## src/rtl/gpio_serial_port.sv

```systemverilog
// Half-duplex serial GPIO port: start + DATA_W data bits + optional parity + stop, with valid/ready on both paths.
// Define GPIO_SERIAL_PARITY_EN to insert and check an even-parity bit between the data and the stop bit.
module gpio_serial_port #(
    parameter int DATA_W = 8,
    parameter int DIV_W  = 8
) (
    input  logic              rclk,
    input  logic              rrst_n,
    input  logic              direction,
    input  logic              msb_first,
    input  logic [DIV_W-1:0]  baud_div,
    input  logic [DATA_W-1:0] tx_data,
    input  logic              tx_valid,
    output logic              tx_ready,
    output logic [DATA_W-1:0] rx_data,
    output logic              rx_valid,
    input  logic              rx_ready,
    input  logic              gpio_in,
    output logic              gpio_out,
    output logic              gpio_oe,
    output logic              tx_done,
    output logic              rx_frame_err,
    output logic              rx_overrun,
    output logic              rx_parity_err
);
    localparam int CNT_W = $clog2(DATA_W);
    localparam logic [CNT_W-1:0] LAST_BIT = CNT_W'(DATA_W - 1);

    localparam logic [2:0] ST_IDLE   = 3'd0;
    localparam logic [2:0] ST_START  = 3'd1;
    localparam logic [2:0] ST_DATA   = 3'd2;
`ifdef GPIO_SERIAL_PARITY_EN
    localparam logic [2:0] ST_PARITY = 3'd3;
`endif
    localparam logic [2:0] ST_STOP   = 3'd4;
    localparam logic [2:0] ST_BREAK  = 3'd5;

    logic sync1, sync2, line, line_prev;
    logic abort, rx_run;

    always_ff @(posedge rclk or negedge rrst_n) begin
        if (!rrst_n) begin
            sync1     <= 1'b1;
            sync2     <= 1'b1;
            line_prev <= 1'b1;
        end else begin
            sync1     <= gpio_in;
            sync2     <= sync1;
            line_prev <= sync2;
        end
    end

    assign line = sync2;
    // gpio_oe is the registered direction, so any difference means the mode just flipped
    assign abort  = direction ^ gpio_oe;
    assign rx_run = ~direction & ~gpio_oe;

    logic [2:0]        tx_state;
    logic [DIV_W-1:0]  tx_timer, tx_div;
    logic              tx_msb;
    logic [DATA_W-1:0] tx_shreg, tx_shifted;
    logic [CNT_W-1:0]  tx_cnt;
    logic              tx_bit, tx_tick;
`ifdef GPIO_SERIAL_PARITY_EN
    logic              tx_par;
`endif

    assign tx_ready   = (tx_state == ST_IDLE) & direction & gpio_oe;
    assign tx_tick    = (tx_timer == '0);
    assign tx_bit     = tx_msb ? tx_shreg[DATA_W-1] : tx_shreg[0];
    assign tx_shifted = tx_msb ? {tx_shreg[DATA_W-2:0], 1'b0} : {1'b0, tx_shreg[DATA_W-1:1]};

    // The last stop cycle overlaps IDLE, so a queued word starts with no idle gap
    always_ff @(posedge rclk or negedge rrst_n) begin
        if (!rrst_n) begin
            tx_state <= ST_IDLE;
            tx_timer <= '0;
            tx_div   <= '0;
            tx_msb   <= 1'b0;
            tx_shreg <= '0;
            tx_cnt   <= '0;
            gpio_out <= 1'b1;
            gpio_oe  <= 1'b0;
            tx_done  <= 1'b0;
`ifdef GPIO_SERIAL_PARITY_EN
            tx_par   <= 1'b0;
`endif
        end else begin
            gpio_oe <= direction;
            tx_done <= 1'b0;
            if (abort) begin
                tx_state <= ST_IDLE;
                gpio_out <= 1'b1;
            end else begin
                case (tx_state)
                    ST_IDLE: if (tx_valid && tx_ready) begin
                        tx_shreg <= tx_data;
                        tx_msb   <= msb_first;
                        tx_div   <= baud_div;
                        tx_timer <= baud_div;
                        gpio_out <= 1'b0;
                        tx_state <= ST_START;
`ifdef GPIO_SERIAL_PARITY_EN
                        tx_par   <= ^tx_data;
`endif
                    end
                    ST_START: if (tx_tick) begin
                        gpio_out <= tx_bit;
                        tx_shreg <= tx_shifted;
                        tx_cnt   <= '0;
                        tx_timer <= tx_div;
                        tx_state <= ST_DATA;
                    end else tx_timer <= tx_timer - DIV_W'(1);
                    ST_DATA: if (tx_tick) begin
                        if (tx_cnt == LAST_BIT) begin
`ifdef GPIO_SERIAL_PARITY_EN
                            gpio_out <= tx_par;
                            tx_timer <= tx_div;
                            tx_state <= ST_PARITY;
`else
                            gpio_out <= 1'b1;
                            if (tx_div == '0) begin
                                tx_state <= ST_IDLE;
                                tx_done  <= 1'b1;
                            end else begin
                                tx_timer <= tx_div - DIV_W'(1);
                                tx_state <= ST_STOP;
                            end
`endif
                        end else begin
                            gpio_out <= tx_bit;
                            tx_shreg <= tx_shifted;
                            tx_cnt   <= tx_cnt + CNT_W'(1);
                            tx_timer <= tx_div;
                        end
                    end else tx_timer <= tx_timer - DIV_W'(1);
`ifdef GPIO_SERIAL_PARITY_EN
                    ST_PARITY: if (tx_tick) begin
                        gpio_out <= 1'b1;
                        if (tx_div == '0) begin
                            tx_state <= ST_IDLE;
                            tx_done  <= 1'b1;
                        end else begin
                            tx_timer <= tx_div - DIV_W'(1);
                            tx_state <= ST_STOP;
                        end
                    end else tx_timer <= tx_timer - DIV_W'(1);
`endif
                    ST_STOP: if (tx_tick) begin
                        tx_state <= ST_IDLE;
                        tx_done  <= 1'b1;
                    end else tx_timer <= tx_timer - DIV_W'(1);
                    default: tx_state <= ST_IDLE;
                endcase
            end
        end
    end

    logic [2:0]        rx_state;
    logic [DIV_W-1:0]  rx_timer, rx_div;
    logic              rx_msb;
    logic [DATA_W-1:0] rx_shreg;
    logic [CNT_W-1:0]  rx_cnt;
    logic              rx_tick, stop_sample, good_stop;
`ifdef GPIO_SERIAL_PARITY_EN
    logic              rx_par;
`endif

    assign rx_tick = (rx_timer == '0);

    always_ff @(posedge rclk or negedge rrst_n) begin
        if (!rrst_n) begin
            rx_state <= ST_IDLE;
            rx_timer <= '0;
            rx_div   <= '0;
            rx_msb   <= 1'b0;
            rx_shreg <= '0;
            rx_cnt   <= '0;
`ifdef GPIO_SERIAL_PARITY_EN
            rx_par   <= 1'b0;
`endif
        end else if (!rx_run) begin
            rx_state <= ST_IDLE;
        end else begin
            case (rx_state)
                ST_IDLE: if (line_prev && !line) begin
                    rx_timer <= baud_div >> 1;
                    rx_div   <= baud_div;
                    rx_msb   <= msb_first;
                    rx_state <= ST_START;
                end
                ST_START: if (rx_tick) begin
                    rx_timer <= rx_div;
                    rx_cnt   <= '0;
                    rx_state <= line ? ST_IDLE : ST_DATA;
`ifdef GPIO_SERIAL_PARITY_EN
                    rx_par   <= 1'b0;
`endif
                end else rx_timer <= rx_timer - DIV_W'(1);
                ST_DATA: if (rx_tick) begin
                    rx_shreg <= rx_msb ? {rx_shreg[DATA_W-2:0], line} : {line, rx_shreg[DATA_W-1:1]};
                    rx_timer <= rx_div;
                    rx_cnt   <= rx_cnt + CNT_W'(1);
`ifdef GPIO_SERIAL_PARITY_EN
                    rx_par   <= rx_par ^ line;
                    if (rx_cnt == LAST_BIT) rx_state <= ST_PARITY;
`else
                    if (rx_cnt == LAST_BIT) rx_state <= ST_STOP;
`endif
                end else rx_timer <= rx_timer - DIV_W'(1);
`ifdef GPIO_SERIAL_PARITY_EN
                ST_PARITY: if (rx_tick) begin
                    rx_par   <= rx_par ^ line;
                    rx_timer <= rx_div;
                    rx_state <= ST_STOP;
                end else rx_timer <= rx_timer - DIV_W'(1);
`endif
                ST_STOP: if (rx_tick) begin
                    rx_state <= line ? ST_IDLE : ST_BREAK;
                end else rx_timer <= rx_timer - DIV_W'(1);
                ST_BREAK: if (line) rx_state <= ST_IDLE;
                default: rx_state <= ST_IDLE;
            endcase
        end
    end

    assign stop_sample  = rx_run & (rx_state == ST_STOP) & rx_tick;
    assign rx_frame_err = stop_sample & ~line;
`ifdef GPIO_SERIAL_PARITY_EN
    assign rx_parity_err = stop_sample & line & rx_par;
    assign good_stop     = stop_sample & line & ~rx_par;
`else
    assign rx_parity_err = 1'b0;
    assign good_stop     = stop_sample & line;
`endif
    assign rx_overrun = good_stop & rx_valid & ~rx_ready;

    // A word completing in the same cycle the consumer takes the old one simply replaces it
    always_ff @(posedge rclk or negedge rrst_n) begin
        if (!rrst_n) begin
            rx_data  <= '0;
            rx_valid <= 1'b0;
        end else if (good_stop && (!rx_valid || rx_ready)) begin
            rx_data  <= rx_shreg;
            rx_valid <= 1'b1;
        end else if (rx_valid && rx_ready) begin
            rx_valid <= 1'b0;
        end
    end

endmodule
```

## config.mk

```make
export PLATFORM = sky130hd
export DESIGN_NAME = gpio_serial_port
export DESIGN_NICKNAME = d
export VERILOG_FILES = /design/src/rtl/gpio_serial_port.sv
export SDC_FILE = /design/constraint.sdc
export NUM_CORES = 1
export LEC_CHECK = 0
export BUFFER_PORTS_ARGS = -buffer_cell sky130_fd_sc_hd__buf_2
export CAP_MARGIN = 5
export CORE_UTILIZATION = 54
export DETAILED_ROUTE_END_ITERATION = 6
export PLACE_DENSITY = 0.79
export SETUP_SLACK_MARGIN = 0.4
export SYNTH_ARGS = -nofsm -noshare
export SYNTH_HDL_FRONTEND = slang
export SYNTH_SLANG_ARGS = --single-unit
```

## constraint.sdc

```tcl
create_clock -name rclk -period 2.5 [get_ports rclk]
set_clock_uncertainty 0.15 [all_clocks]
set_input_delay 0.5 -clock rclk [delete_from_list [all_inputs] [get_ports rclk]]
set_output_delay 0.5 -clock rclk [all_outputs]
set_load 0.01 [all_outputs]
```

# Word-level counts from Yosys, hierarchy flattened
# Cells that the tools add are included.
dict set report op_classes {
  add_sub_neg 5
  n_mul 0
  n_div 0
  n_lt_le_gt_ge 0
  n_eq_ne 30
  n_shift 0
  muxes 57
  bitwise 15
  n_reduce_logical 31
}
# op n
set ops {}
lappend ops {{$mux W8} 15}
lappend ops {{$mux W3} 19}
lappend ops {{$pmux W8 S3} 2}
lappend ops {{$pmux W8 S4} 1}
lappend ops {{$ne A3 B3 Y1 const B} 10}
lappend ops {{$logic_not A8 Y1} 3}
lappend ops {{$sub A8 B1 Y8 const B} 3}
lappend ops {{$ne A2 B2 Y1 const B} 8}
lappend ops {{$eq A3 B3 Y1 const B} 5}
lappend ops {{$pmux W3 S5} 1}
lappend ops {{$reduce_and A5 Y1} 3}
lappend ops {{$mux W1} 13}
lappend ops {{$pmux W3 S2} 2}
lappend ops {{$pmux W3 S4} 1}
lappend ops {{$reduce_and A4 Y1} 3}
lappend ops {{$reduce_and A6 Y1} 2}
lappend ops {{$and A1 B1 Y1} 9}
lappend ops {{$reduce_and A3 Y1} 3}
lappend ops {{$reduce_bool A4 Y1} 2}
lappend ops {{$add A3 B1 Y3 const B} 2}
lappend ops {{$eq A3 B1 Y1 const B} 2}
lappend ops {{$eq A3 B2 Y1 const B} 2}
lappend ops {{$logic_not A3 Y1} 2}
lappend ops {{$reduce_bool A2 Y1} 3}
lappend ops {{13 further kinds} 22}
dict set report word_totals {
  ff_bits 77
  latch_bits 0
  mem_bits_rw 0
  romBits 0
  in_bits 23
  output_inout_bits 16
  n_memories 0
}

# Logic depth before layout (Yosys ltp)
# Gate-level depths: netlist (run 1).
dict set report logic_depth {
  word_depth 7
  depth_mapped 10
  mapped_depth_nobuf 7
}

# Least setup slack after synthesis (run 1)
# Ideal clock, no wire load.
dict set report synth_path {
  kind {reg-to-reg}
  startpoint {register tx_timer[0]}
  endpoint {register tx_shreg[6]}
  setup_ns 0.121
  t_arrival_ns 2.115
  required_ns 2.229
  slack_ns 0.114
  stages_incl_launch_ff 11
  period_less_slack_ns 2.386
  path_cell_list {dfrtp_1 clkbuf_1 inv_1 ha_1 nor4b_4 a31oi_1 or4b_1 clkbuf_2 buf_6 nand2_1 o21ai_2}
}
dict set report synth_between {
  elab_chain_cells 3
  elab_cells_between_ends 4
}
# item line_no
set synth_lines {}
lappend synth_lines {{from (decl)} 59} ;# logic [DIV_W-1:0] tx_timer, tx_div;
lappend synth_lines {{from (signal assigned)} 100} ;# tx_timer <= baud_div;
lappend synth_lines {{from (signal assigned)} 111} ;# tx_timer <= tx_div;
lappend synth_lines {{from (signal assigned)} 113} ;# end else tx_timer <= tx_timer - DIV_W'(1);
lappend synth_lines {{$logic_not A8 Y1 *} 69} ;# assign tx_tick = (tx_timer == '0);
lappend synth_lines {{$ne A2 B2 Y1 (no line)} -}
lappend synth_lines {{$reduce_and A6 Y1 (no line) *} -}
lappend synth_lines {{to (signal assigned)} 97} ;# tx_shreg <= tx_data;
lappend synth_lines {{to (signal assigned)} 109} ;# tx_shreg <= tx_shifted;
lappend synth_lines {{to (signal assigned)} 132} ;# tx_shreg <= tx_shifted;
lappend synth_lines {{to (decl)} 61} ;# logic [DATA_W-1:0] tx_shreg, tx_shifted;
# Every way passes the cells marked *; elsewhere a longest branch is shown, timed or not.
# A chain may end at the register's enable or synchronous reset.

# Worst setup path in the final report (run 1)
dict set report layout_path {
  startpoint {register rx_timer[1]}
  endpoint {output rx_frame_err}
}
dict set report layout_between {
  elab_chain_cells 3
}
# item line_no
set layout_lines {}
lappend layout_lines {{from (decl)} 160} ;# logic [DIV_W-1:0] rx_timer, rx_div;
lappend layout_lines {{from (signal assigned)} 187} ;# rx_timer <= baud_div >> 1;
lappend layout_lines {{from (signal assigned)} 193} ;# rx_timer <= rx_div;
lappend layout_lines {{from (signal assigned)} 199} ;# end else rx_timer <= rx_timer - DIV_W'(1);
lappend layout_lines {{$logic_not A8 Y1} 169} ;# assign rx_tick = (rx_timer == '0);
lappend layout_lines {{$and A1 B1 Y1} 227} ;# assign stop_sample = rx_run & (rx_state == ST_STOP) & rx_tick;
lappend layout_lines {{$and A1 B1 Y1} 228} ;# assign rx_frame_err = stop_sample & ~line;
lappend layout_lines {{to (decl)} 22} ;# output logic rx_frame_err,
# Every way passes these cells.

==> reports/metrics.yaml, run 1 <==
hold_ws_ns: -0.000537
grt_pass1_vias: 4056
cp_max_fo: 2
rsz0062_at_grt: "yes"
fin_nets: 585
sw_frac_of_total_pct: 37.5
syn_inst: 468
violations: "negative hold slack, negative setup slack"
grt_pass1_wl_mm: 20.0
wl_mm: 13.6
syn_area_um2: 4500
required_ns: 1.85
grt_max_degree: 47
status: "finished with violations"
drt-initial-drc-count: 520
fin_area_um2: 5810
initial_utilization_pct: 57.1
grt_use_met3_pct: 6.59
post-route-period-util_pct: 101
critPathTopFamily: "simple AND/OR/NAND/NOR gates"
p_switching_mw: 1.72
synth_area_leaders: "dfrtp_1 (41%), mux2_2 (6.3%), mux2i_1 (4.0%), nand2_1 (3.7%), o21ai_0 (3.7%)"
crit_arrival_ns: 1.88
p_int_mw: 2.87
critPathKind: "reg -> out"
grt_use_total_pct: 29.7
layout_min_cycle_time_ns: 2.53
relSlewSlack_pct: 57.9
ant_nets: 0
htree_levels: 3
grt_use_met2_pct: 47.4
cp-start-kind: "flip-flop"
dpl-instance-area_um2: 4930
async_flop_share_pct: 100
leakage_nw: 2.60
finalMaxSlewViolations: 0
num_io_pins: 39
ys_seq_area_share_pct: 42.9
antenna_found_initial: 0
wire_per_inst_um: 20.7
hold_viol: 1
end_kind: "output port"
clock_latency_ns: 0.36
path_cells: "inv_2, ha_4, nor4b_4, buf_4, nand2_4, nor4b_2, buf_2"
met1_usage_pct: 38.7
grt-busiest-layer: "met2"
hold_buffers: 0
synth-edff-count: 0
drc: 0
die_h_um: 93.3
coreArea_um2: 7890
cp_slowest_cell: "dfrtp_1"
post_drt_via_cell_ratio: 6.61
setup_viol: 1
avgSynthCellArea_um2: 9.62
max-vdd-ir-drop_mv: 0.492
num_antenna_cells: 0
grt_overflow: 0
area_growth_pct: 29.1
num_vias: 4359
die_area_um2: 8710
p_comb_share_pct: 35.9
tritoncts: "done"
hold_class: "in -> async"
final_common_cell: "dfrtp_1"
p_per_area_nw_per_um2: 791
path_clk_slew_ns: 0.09
fmax_mhz: 395
num_rows: 32
pwr-share-clk_pct: 23.4
yosys.area.top_type: "dfrtp_1"
synthesis.nets: 501
io_buffers: 37
cap_violations: 0
synth_ff_type: "dfrtp_1"
ff2ff_setup_slack_ns: 0.13
root_buffer: "clkbuf_8"
synth_seq_cells: 77
drtPass1Iterations: 6
cpPeakStageDelay_ns: 0.40
crit_buf_inv: 3
die_w_um: 93.3
tightest_slew_ns: 0.626
layout-drive-gt1-share_pct: 40.4
dp_hpwl_mm: 7.96
cts-buffers-inserted: 9
cts_sinks: 77
pwr-share-seq_pct: 40.8
yosys.cell_types.count: 74
post-synth-top-area-fraction_pct: 40.6
clockBufferDepth: 2
dp.cells: 601
finalPower_mw: 4.60
gp_congestion: 0.908
yosysWarnings: 0
stdcell_count: 659
fin_ws_ns: -0.0292
final_cell_mix: "dfrtp_1 (67), buf_4 (47), buf_2 (38), nand2_1 (36), nor2_1 (27)"
## logic make-up (layout without fill, tap and decap cells)
| logic type | Yosys count | after routing | synth area share (%) |
|---|---|---|---|
| AND/OR/NAND/NOR | 150 | 153 | 18.1 |
| AO/OA/AOI/OAI | 131 | 132 | 19.5 |
| flip-flops | 77 | 77 | 42.9 |
| buffers and inverters | 46 | 131 | 4.45 |
| multiplexers | 43 | 43 | 10.3 |
| adder cells (fa/ha/maj) | 11 | 11 | 3.00 |
| XOR/XNOR | 9 | 9 | 1.75 |
| other | 1 | 1 | 0.0833 |
## Yosys cell counts (all sizes together) (5+ instances only)
library cell / number
dfrtp: 73
nand2: 45
o21ai: 42
nor2: 30
mux2: 25
a21oi: 23
inv: 18
mux2i: 18
buf: 16
nor3: 14
clkbuf: 12
ha: 10
nand3: 8
a31oi: 6
nand2b: 6
nor3b: 6
o31ai: 6
a22o: 5
nand4: 5
xnor2: 5
## routing by layer
| metal | up-vias | wire length (um) |
|---|---|---|
| met3 | 69 | 1330 |
| met1 | 2087 | 5340 |
| li1 | 1890 | - |
| met5 | - | 0 |
| met4 | 0 | 524 |
| met2 | 313 | 6430 |
## path summary, 6_finish.rpt
path,to,from,cells after the start
worst max register to register,tx_timer[4],tx_timer[0],8
worst min register to register,line,sync1,0
worst min-delay path,rx_data[7],rrst_n,1
min in group rclk,sync1,gpio_in,1
max in group asynchronous,tx_timer[0],rrst_n,2
worst max-delay path,rx_frame_err,rx_timer[1],7
## power groups by stage
stage | sequential [mW] | combinational (mW) | clock (mW)
finish | 1.87 | 1.65 | 1.07
global route | 1.91 | 1.75 | 1.14
CTS | 1.84 | 1.41 | 1.08
detailed placement | 1.87 | 1.24 | 0
global placement | 1.85 | 1.19 | 0
floorplan | 1.74 | 0.989 | 0
## through the flow
step | util [%] | hold slack [ns] | setup TNS (ns) | worst slack (ns)
4_1_cts | 69.9 | 0.0153 | 0 | 0.0441
5_1_grt | 73.7 | 0.0486 | -0.105 | -0.0767
2_1_floorplan | - | 0.0544 | 0 | 0.211
3_5_place_dp | 62.5 | 0.197 | 0 | 0.147
6_report | 73.7 | -0.000537 | -0.0292 | -0.0292
3_3_place_gp | 62.5 | 0.196 | 0 | 0.202
## repair_timing
item,in CTS,in global routing
gates cloned,4,3
resized for setup,44,56
setup endpoints to repair,52,64
buffers inserted,23,12
pin swaps,11,23
## state kept, by name, summed over array words and instances (netlist names)
| name | count |
|---|---|
| tx_done | 1 |
| line | 1 |
| rx_shreg | 8 |
| rx_msb | 1 |
| tx_shreg | 8 |
| tx_state | 3 |
| tx_msb | 1 |
| rx_div | 8 |
| rx_data | 8 |
| rx_valid | 1 |
| sync1 | 1 |
| tx_div | 8 |
| rx_cnt | 3 |
| rx_state | 3 |
| rx_timer | 8 |
| line_prev | 1 |
| tx_cnt | 3 |
| tx_timer | 8 |
| gpio_out | 1 |
| gpio_oe | 1 |
## layout make-up
cell class | instances | area, um2
Tap cell | 102 | 128
Clock buffer | 9 | 124
Fill cell | 525 | 2080
Timing Repair Buffer | 97 | 697
Clock inverter | 7 | 96.3
Multi-Input combinational cell | 349 | 2760
Sequential cell | 77 | 1940
Inverter | 18 | 70.1
## worst reg2reg max path, delay by kind of cell, from the launching register on
kind | cells | cell delay (ns)
AO/OA/AOI/OAI | 2 | 0.74
AND/OR/NAND/NOR | 3 | 0.54
flip-flops | 1 | 0.43
buffers and inverters | 2 | 0.25
adder cells (fa/ha/maj) | 1 | 0.12
Note: power is estimated with default switching activity, not from simulation.
==> inputs of run 2 (changes only) <==
- CORE_MARGIN: not set -> 2
- GPL_ROUTABILITY_DRIVEN: not set -> 0
==> run 2 against run 1 <==
Against the previous run: the flow still finishes with violations (negative hold slack, negative setup slack); count of clock-buffer cells in the layout up 4; combinational power up 7%; power up 2.8%; largest power group unchanged.
==> reports/metrics.yaml, run 2 (same netlist as run 1, synthesis figures left out) <==
fmax_mhz: 393
coreArea_um2: 8130
cp_slowest_cell: "dfrtp_2"
setup_viol: 2
clockBufferDepth: 2
grt_max_degree: 47
dp_hpwl_mm: 7.74
grt_pass1_vias: 3657
cpPeakStageDelay_ns: 0.47
stdcell_count: 665
wl_mm: 13.4
cp-start-kind: "flip-flop"
tightest_slew_ns: 0.678
p_per_area_nw_per_um2: 786
final_common_cell: "dfrtp_1"
num_antenna_cells: 0
dp.cells: 604
hold_viol: 3
hold_ws_ns: -0.000539
cp_max_fo: 9
final_core_util_pct: 73.9
num_rows: 33
final_cell_mix: "dfrtp_1 (68), buf_4 (48), buf_2 (36), nand2_1 (32), nor2_1 (26)"
dpl-instance-area_um2: 4930
die_w_um: 95.3
area_growth_pct: 33.5
fin_nets: 588
fin_ws_ns: -0.0448
cap_violations: 0
io_buffers: 37
layout-drive-gt1-share_pct: 43.4
num_io_pins: 39
finalPower_mw: 4.73
critPathKind: "reg -> out"
fin_tns_setup_ns: -0.0870
grt_pass1_wl_mm: 18.1
num_vias: 4314
antenna_found_initial: 0
path_cells: "or2_2, nor2_2, nand4_1, nor2_2, buf_2"
post-place-ws_ns: 0.166
cp_common_cell: "nor2_2"
post-route-period-util_pct: 102
layout_min_cycle_time_ns: 2.54
ant_nets: 0
die_h_um: 95.3
fin_area_um2: 6010
clock_latency_ns: 0.35
initial_utilization_pct: 55.4
htree_levels: 3
leakage_nw: 2.64
path_clk_slew_ns: 0.08
hold_buffers: 0
cts_sinks: 77
drc: 0
status: "finished with violations"
required_ns: 1.85
rsz0062_at_grt: "yes"
hold_class: "in -> async"
post_drt_via_cell_ratio: 6.49
end_kind: "output port"
cts-buffers-inserted: 9
die_area_um2: 9090
grt_overflow: 0
grt_use_total_pct: 25.9
wire_per_inst_um: 20.1
root_buffer: "clkbuf_8"
drt-initial-drc-count: 404
drtPass1Iterations: 5
violations: "negative hold slack, negative setup slack"
max-vdd-ir-drop_mv: 0.417
relSlewSlack_pct: 54.3
finalMaxSlewViolations: 0
tritoncts: "done"
crit_arrival_ns: 1.89
[run 2: critical path, delay by kind of cell (launching register included)]
| kind | cells | cell delay [ns] |
|---|---|---|
| buf+inv | 1 | 0.13 |
| flops | 1 | 0.47 |
| simple gates | 4 | 0.94 |
[run 2: routing by layer]
layer / track usage, % / up-vias / share of wire [%]
met3: 4.19 / 55 / 7.3
met4: 9.06 / 0 / 3.4
met1: 36.0 / 2106 / 41
met2: 41.0 / 257 / 48
met5: 0 / - / 0
li1: - / 1896 / -
[run 2: final cells by class]
cell class	instances	area (um2)
Clock inverter	3	67.6
Sequential cell	77	1940
Inverter	18	70.1
Tap cell	105	131
Multi-Input combinational cell	347	2870
Timing Repair Buffer	102	777
Fill cell	527	2120
Clock buffer	13	159
[run 2: path summary, 6_finish.rpt]
check                                  from    endpoint  slack [ns]  cells after the start
max in group asynchronous            rrst_n    gpio_out        1.54                      2
worst min register to register        sync1        line        0.21                      0
worst max register to register  rx_timer[0]  rx_data[3]        0.08                     10
worst max-delay path            rx_state[1]  rx_overrun       -0.04                      5
min in group rclk                   gpio_in       sync1        0.09                      1
worst min-delay path                 rrst_n  rx_data[7]     -0.0005                      1
[run 2: what timing repair did]
action	in CTS	in global routing
gates resized for setup	33	100
pin swaps	18	41
setup endpoints to repair	51	61
setup buffers	16	25
cloned	1	3
[run 2: power by group]
part           switching [mW]  internal (mW)
logic                   0.898          0.865
clock network           0.462          0.619
registers               0.377           1.51
total                    1.74           2.99
